## config.mk

```make
export PLATFORM = sky130hd
export DESIGN_NAME = determinante_nxn_seq
export DESIGN_NICKNAME = d
export VERILOG_FILES = /design/src/rtl/determinante_nxn_seq.sv
export SDC_FILE = /design/constraint.sdc
export NUM_CORES = 2
export LEC_CHECK = 0
export BUFFER_PORTS_ARGS = -buffer_cell sky130_fd_sc_hd__buf_2
export CORE_MARGIN = 1.5
export CORE_UTILIZATION = 40
export DETAILED_ROUTE_END_ITERATION = 8
export HOLD_SLACK_MARGIN = 0.1
export PLACE_DENSITY = 0.58
export SLEW_MARGIN = 10
export SYNTH_ARGS = -nofsm -noshare
export SYNTH_HDL_FRONTEND = slang
export SYNTH_SLANG_ARGS = --single-unit
```

## constraint.sdc

```tcl
create_clock -name clk -period 17.3 [get_ports clk]
set_input_delay 2.595 -clock clk [delete_from_list [all_inputs] [get_ports clk]]
set_output_delay 2.595 -clock clk [all_outputs]
set_load 0.005 [all_outputs]
```

## src/rtl/determinante_nxn_seq.sv

```systemverilog
// Sequential signed determinant engine for 2x2, 3x3 or 4x4 matrices with
// one shared multiplier, a start/busy/done handshake and an exact result.
//
// Ports:
//   clk, rst_n        clock, async active-low reset
//   start             request, sampled only while idle
//   size              0=2x2, 1=3x3, 2=4x4, 3=reserved (err)
//   A                 row-major 4x4 matrix, element(0,0) in the MSBs
//   busy, done        operation in flight / one-cycle result strobe
//   det, det_full     truncated and exact signed determinant
//   overflow, err     det_full out of OUT_W range / reserved size
module determinante_nxn_seq #(
  parameter int W     = 8,
  parameter int OUT_W = 8,
  parameter int ACC_W = 4*W+6
) (
  input  logic              clk,
  input  logic              rst_n,
  input  logic              start,
  input  logic [1:0]        size,
  input  logic [16*W-1:0]   A,
  output logic              busy,
  output logic              done,
  output logic [OUT_W-1:0]  det,
  output logic [ACC_W-1:0]  det_full,
  output logic              overflow,
  output logic              err
);

  if (ACC_W < 4*W+5) begin : g_acc_chk
    $error("ACC_W must be >= 4*W+5");
  end

  // a 2x2 minor of W-bit elements always fits in 2W+1 bits
  localparam int MW = 2*W+1;
  localparam int PW = 2*MW;

  typedef enum logic [1:0] {
    S_IDLE,
    S_CALC,
    S_FIN
  } state_t;

  state_t state_q, state_d;
  logic [4:0] cnt_q, cnt_d;
  logic [4:0] last;

  logic [16*W-1:0] a_q;
  logic [1:0]      sz_q;
  logic signed [MW-1:0]    tmp_q;
  logic signed [MW-1:0]    m_q [6];
  logic signed [MW-1:0]    n_q [6];
  logic signed [ACC_W-1:0] acc_q;
  logic                    done_q;
  logic [ACC_W-1:0]        det_full_q;
  logic                    ovf_q;
  logic                    err_q;

  logic [1:0] row, j, k;
  logic [2:0] pr, slot, fi;
  logic       bot, half, is_fin, neg;
  logic signed [MW-1:0]    op_a, op_b;
  logic signed [PW-1:0]    prod;
  logic signed [ACC_W-1:0] prod_ext;
  logic signed [MW-1:0]    minor;
  logic signed [ACC_W-1:0] res;
  logic [ACC_W-OUT_W:0]    hi;
  logic                    ovf_d;

  function automatic logic signed [MW-1:0] el(
    input logic [16*W-1:0] a,
    input logic [1:0]      i,
    input logic [1:0]      c
  );
    int b;
    logic signed [W-1:0] e;
    b = (15 - 4*int'(i) - int'(c)) * W;
    e = a[b +: W];
    return MW'(e);
  endfunction

  // column pair p: 0=01 1=02 2=03 3=12 4=13 5=23
  function automatic logic [1:0] pj(input logic [2:0] p);
    unique case (p)
      3'd0, 3'd1, 3'd2: return 2'd0;
      3'd3, 3'd4:       return 2'd1;
      default:          return 2'd2;
    endcase
  endfunction

  function automatic logic [1:0] pk(input logic [2:0] p);
    unique case (p)
      3'd0:       return 2'd1;
      3'd1, 3'd3: return 2'd2;
      default:    return 2'd3;
    endcase
  endfunction

  always_comb begin
    unique case (sz_q)
      2'd1:    last = 5'd8;
      2'd2:    last = 5'd29;
      default: last = 5'd1;
    endcase
  end

  always_comb begin
    state_d = state_q;
    cnt_d   = cnt_q;
    unique case (state_q)
      S_IDLE: begin
        if (start) begin
          state_d = (size == 2'd3) ? S_FIN : S_CALC;
          cnt_d   = '0;
        end
      end
      S_CALC: begin
        cnt_d = cnt_q + 5'd1;
        if (cnt_q == last) state_d = S_FIN;
      end
      S_FIN:   state_d = S_IDLE;
      default: state_d = S_IDLE;
    endcase
  end

  always_ff @(posedge clk or negedge rst_n) begin
    if (!rst_n) begin
      state_q <= S_IDLE;
      cnt_q   <= '0;
    end else begin
      state_q <= state_d;
      cnt_q   <= cnt_d;
    end
  end

  // Step decode: minors take two cycles (first product, then subtract),
  // followed by the final products accumulated into acc_q.
  always_comb begin
    row    = 2'd0;
    pr     = 3'd0;
    slot   = 3'd0;
    bot    = 1'b0;
    half   = cnt_q[0];
    is_fin = 1'b0;
    fi     = 3'd0;
    unique case (sz_q)
      2'd0: begin
        row = 2'd0;
      end
      2'd1: begin
        if (cnt_q < 5'd6) begin
          row  = 2'd1;
          slot = 3'(cnt_q >> 1);
          pr   = (slot == 3'd2) ? 3'd3 : slot;
        end else begin
          is_fin = 1'b1;
          fi     = 3'(cnt_q - 5'd6);
        end
      end
      default: begin
        if (cnt_q < 5'd12) begin
          row  = 2'd0;
          pr   = 3'(cnt_q >> 1);
          slot = pr;
        end else if (cnt_q < 5'd24) begin
          row  = 2'd2;
          pr   = 3'((cnt_q - 5'd12) >> 1);
          slot = pr;
          bot  = 1'b1;
        end else begin
          is_fin = 1'b1;
          fi     = 3'(cnt_q - 5'd24);
        end
      end
    endcase
  end

  always_comb begin
    j    = pj(pr);
    k    = pk(pr);
    neg  = 1'b0;
    op_a = '0;
    op_b = '0;
    if (!is_fin) begin
      if (!half) begin
        op_a = el(a_q, row, j);
        op_b = el(a_q, row + 2'd1, k);
      end else begin
        op_a = el(a_q, row, k);
        op_b = el(a_q, row + 2'd1, j);
      end
    end else if (sz_q == 2'd1) begin
      // a00*M12 - a01*M02 + a02*M01
      op_a = m_q[3'd2 - fi];
      op_b = el(a_q, 2'd0, fi[1:0]);
      neg  = (fi == 3'd1);
    end else begin
      // top minor times complementary bottom minor
      op_a = m_q[fi];
      op_b = n_q[3'd5 - fi];
      neg  = (fi == 3'd1) || (fi == 3'd4);
    end
  end

  assign prod     = op_a * op_b;
  assign prod_ext = ACC_W'(prod);
  assign minor    = tmp_q - prod[MW-1:0];

  always_comb begin
    res = acc_q;
    if (sz_q == 2'd3) res = '0;
    else if (sz_q == 2'd0) res = ACC_W'(m_q[0]);
    hi    = res[ACC_W-1:OUT_W-1];
    ovf_d = !((&hi) || (~|hi));
  end

  always_ff @(posedge clk or negedge rst_n) begin
    if (!rst_n) begin
      a_q        <= '0;
      sz_q       <= '0;
      tmp_q      <= '0;
      acc_q      <= '0;
      done_q     <= 1'b0;
      det_full_q <= '0;
      ovf_q      <= 1'b0;
      err_q      <= 1'b0;
      for (int i = 0; i < 6; i++) begin
        m_q[i] <= '0;
        n_q[i] <= '0;
      end
    end else begin
      if (state_q == S_IDLE && start) begin
        a_q   <= A;
        sz_q  <= size;
        acc_q <= '0;
      end
      if (state_q == S_CALC) begin
        if (is_fin) begin
          acc_q <= neg ? acc_q - prod_ext : acc_q + prod_ext;
        end else if (!half) begin
          tmp_q <= prod[MW-1:0];
        end else if (bot) begin
          n_q[slot] <= minor;
        end else begin
          m_q[slot] <= minor;
        end
      end
      done_q <= (state_q == S_FIN);
      if (state_q == S_FIN) begin
        det_full_q <= res;
        ovf_q      <= ovf_d;
        err_q      <= (sz_q == 2'd3);
      end
    end
  end

  assign busy     = (state_q != S_IDLE);
  assign done     = done_q;
  assign det_full = det_full_q;
  assign det      = det_full_q[OUT_W-1:0];
  assign overflow = ovf_q;
  assign err      = err_q;

endmodule
```

# == After elaboration in Yosys (flattened, before gate mapping) ==
# Cells that the tools add are included.
# op_classes
eq_ne,16
order_cmp,8
add_sub_neg,17
n_shift,5
reduce_logical,22
n_mux,58
bitwise,7
n_mul,1
# ops
op,n
128-bit by 32-bit variable part select with 8-bit output,2
128-bit by 9-bit variable part select with 8-bit output,2
38-bit 2-to-1 mux,6
17-bit 2-to-1 mux,13
102-bit bitwise mux,2
17-bit binary-select mux with 3-bit select,3
128-bit by 8-bit variable part select with 8-bit output,1
17-bit demux with 3-bit select,1
38-bit by 34-bit adder with 38-bit output,1
38-bit by 34-bit subtractor with 38-bit output,1
17-bit by 17-bit multiplier with 34-bit output,1
31-bit AND reduction,1
31-bit OR reduction,1
3-bit 2-to-1 mux,8
5-bit by 3-bit subtractor with 6-bit output,4
5-bit one-hot mux with 2 select lines,2
3-bit one-hot mux with 2 select lines,3
17-bit subtractor,1
4-bit >= comparator (second input constant),4
3-bit NOT with 4-bit output,4
2-bit one-hot mux with 2 select lines,4
2-bit 2-to-1 mux,5
4-bit by 4-bit subtractor with 5-bit output (first input constant),2
3-bit by 2-bit == test with 1-bit output (second input constant),3
other kinds (33),59
# totals
word_cells,156
register_bits,437
inputBits,133
output_inout_bits,50

# == Logic depth before layout (Yosys ltp) ==
# logic_depth
word_depth,16
depth_mapped,57

# == Least setup slack after synthesis ==
# No wires, ideal clock.
# synth_path
path_kind,register to register
start,register sz_q[1]
end,register acc_q[37]
path_slack_ns,4.461
setup_ns,0.125
path_buffers,8
arrival_ns,12.714
stages_incl_launch_ff,55
required_time_ns,17.175
cell_sequence,dfrtp_1 inv_1 ha_1 buf_6 clkbuf_1 o21a_1 nand2_1 nand2_1 buf_2 buf_1 clkbuf_1 ha_1 xnor2_1 buf_2 buf_2 mux2i_1 a221oi_1 o21ai_0 [19 not listed] a21oi_1 o211ai_1 a2111oi_0 nand3_1 nor4_1 or2b_1 o21ai_0 xor2_1 ha_1 a21o_1 a221o_1 a21o_1 a221oi_1 o21ai_0 o41ai_1 o2111a_1 a21oi_2 mux2i_1
# synth_between
elab_chain_cells,14
# synth_lines
item,line_no,source
from (decl),49,logic [1:0] sz_q;
from (signal assigned),234,sz_q <= size;
branches (longest 12 deep; another with 38-bit by 34-bit adder with 38-bit output),-,
38-bit 2-to-1 mux *,238,if (is_fin) begin
38-bit 2-to-1 mux *,237,if (state_q == S_CALC) begin
to (signal assigned),239,acc_q <= neg ? acc_q - prod_ext : acc_q + prod_ext;
to (decl),53,logic signed [ACC_W-1:0] acc_q;
# Mark *: on every way between the ends. The select of a mux whose other input is x is not followed.
# A chain may end at the register's enable or synchronous reset.

# == Final worst setup path ==
# Ends and elaborated chain as after synthesis.

==> results.sh <==
export IMPL_synth_edff_count=0
export IMPL_portBuffers=182
export IMPL_ctsRootBufferMaster="clkbuf_16"
export IMPL_synth_compound_area_frac=0.148
export IMPL_syn_inst=4290
export IMPL_cts_resized=0
export IMPL_grt_usage=0.233
export IMPL_drv_cap=0
export IMPL_antenna_found_initial=3
export IMPL_drive_gt1_frac=0.120
export IMPL_grt_pass1_vias=29400
export IMPL_ff_latch_area_um2=10900
export IMPL_crit_start="sz_q[1]"
export IMPL_ant_nets=0
export IMPL_ys_ff_latch=437
export IMPL_cts_setup_buffers=0
export IMPL_timing_clock_skew_ps=84.0
export IMPL_fillCellCount=8980
export IMPL_worst_slew_pin_slew_ps=1150
export IMPL_hold_path_class="flip-flop to flip-flop"
export IMPL_rsz0062_at_grt="no"
export IMPL_rows=110
export IMPL_drtIter0Drc=2234
export IMPL_critPathCaptureType="flip-flop"
export IMPL_synth_simple_gate_area_frac=0.193
export IMPL_vias=29900
export IMPL_hold_violations=0
export IMPL_period_share=0.848
export IMPL_async_reset_ff_frac=1.00
export IMPL_yosys_cell_types_count=94
export IMPL_synthFlopType="dfrtp_1"
export IMPL_finalCriticalPeriod_ps=14670
export IMPL_synth_cell_area_um2=36500
export IMPL_synth_mux_area_frac=0.0461
export IMPL_finalWeightedCongestion=0.890
export IMPL_fmax_mhz=68.2
export IMPL_die_height_um=305
export IMPL_insertion_delay_ps=640
export IMPL_die_width_um=305
export IMPL_worst_setup_path_start_kind="flip-flop"
export IMPL_dp_hpwl_um=80500
export IMPL_crit_required_ps=17740
export IMPL_hp_start="det_full[18]"
export IMPL_clockBufferDepth=3
export IMPL_nNetsFinal=4908
export IMPL_synth_top_family_by_area="adder cells"
export IMPL_setup_viol=0
export IMPL_setup_tns_ps=0
export IMPL_syn2layout_area_growth_pct=10.2
export IMPL_grt_max_degree=149
export IMPL_layout_commonest_cell="nand2_1"
export IMPL_wl_um=108000
export IMPL_drc_errors=0
export IMPL_synth_xor_xnor_area_share=0.0276
export IMPL_holdBufCountCts=0
export IMPL_syn_area_per_cell_um2=8.50
export IMPL_htree_levels=2
export IMPL_cp_data_arrival_time_ps=15100
export IMPL_clkSinkCount=437
export IMPL_rr_startpoint="sz_q[1]"
export IMPL_cts_buffers=50
export IMPL_max_slew_margin=0.233
export IMPL_multi_input_area_um2=23100
export IMPL_ys_seq_area_frac=0.300
export IMPL_grt_pass1_wl_um=172000
export IMPL_syn_num_nets=4871
export IMPL_synth_adder_area_share=0.215
export IMPL_slowest_stage="nor2_1"
export IMPL_die_area_um2=93000
export IMPL_first_pass_iters=5
export IMPL_wl_per_cell_um=19.6
export IMPL_path_max_fanout=32
export IMPL_pin_count=183
export IMPL_layout_common_cells="nand2_1 (954), dfrtp_1 (437), o21ai_0 (393)"
export IMPL_reg2reg_slack_ps=2630
export IMPL_yosysWarnings=0
export IMPL_outcome="completed"
export IMPL_initial_core_util=0.404
export IMPL_critical_path_class="flip-flop to flip-flop"
export IMPL_coreArea_um2=90100
export IMPL_grt_overflow=0
export IMPL_via_per_inst=5.40
export IMPL_max_stage_delay_ps=980
export IMPL_cts_tree="done"
export IMPL_clkTransAtPathRegs_ps=70
export IMPL_slew_violations=0
[state kept, by name, indices dropped and copies added (netlist names)]
register	count
a_q	128
acc_q	38
cnt_q	5
det_full	38
done	1
err	1
m_q	102
n_q	102
overflow	1
state_q	2
sz_q	2
tmp_q	17
[Yosys cell counts, types with 44 or more instances]
library cell    n  area (um2)
o21ai_0       394        1970
xnor2_1        70         613
dfrtp_1       437       10900
clkbuf_1      194         728
xor2_1         45         394
nand2_1       958        3600
mux2i_1       125        1250
a21oi_1       127         636
ha_1          149        1860
nor2_1        260         976
a21o_1         44         330
inv_1         376        1410
fa_1          299        5990
nand3_1        99         495
a211oi_1       44         330
or2_2         108         676
[routing by layer]
layer | vias up | share of wire | track usage
li1 | 14300 | - | -
met1 | 14600 | 0.47 | 0.339
met2 | 930 | 0.45 | 0.369
met3 | 141 | 0.060 | 0.0302
met4 | 2 | 0.024 | 0.0528
met5 | - | 0.00011 | 0
[cell type report]
| cell class | count | area share |
|---|---|---|
| antenna | 1 | 0.0000623 |
| clock buffer | 65 | 0.0343 |
| clock inverter | 28 | 0.0105 |
| inverter | 379 | 0.0354 |
| multi-input combinational | 3212 | 0.575 |
| sequential | 437 | 0.272 |
| tap | 1176 | 0.0366 |
| timing repair buffer | 247 | 0.0354 |
[stage by stage]
| step | instance area, um2 | setup slack (ps) | hold slack [ps] | utilization | instances |
|---|---|---|---|---|---|
| final | 40200 | 2630 | 469 | 0.445 | 5545 |
| after global routing | 40200 | 1770 | 493 | 0.445 | 5544 |
| after CTS | 40100 | 2760 | 476 | 0.445 | 5544 |
| after detailed placement | 38400 | 2920 | 459 | 0.425 | 5451 |
| after global placement | 38400 | 3100 | 450 | 0.425 | 5451 |
| after floorplan | 36500 | 4460 | 439 | - | 4290 |
[worst paths after layout]
kind,to,cells past startpoint
max in group asynchronous,a_q[123],3
setup / recovery,acc_q[37],44
setup reg to reg,acc_q[37],44
hold / removal,det_full[18],2
hold reg to reg,det_full[18],2
min in group asynchronous,det_full[3],1
[kinds of logic after synthesis]
family          after synthesis
flops                       437
fa+ha+maj                   448
buf+inv                     641
simple gates               1620
mux                         161
compound gates              868
xor+xnor                    115
[worst max-delay path, delay by kind of cell (launching register included)]
kind | cells | cell delay [ps]
AOI/OAI and AO/OA | 17 | 5400
xor gates and xnor gates | 1 | 180
adders and majority gates | 10 | 4160
buffers and inverters | 7 | 570
DFF | 1 | 370
muxes | 1 | 120
and+or+nand+nor | 8 | 3620
Power is not shown: default switching activity piles up to over one toggle a cycle in this logic, so the estimate is an artifact.
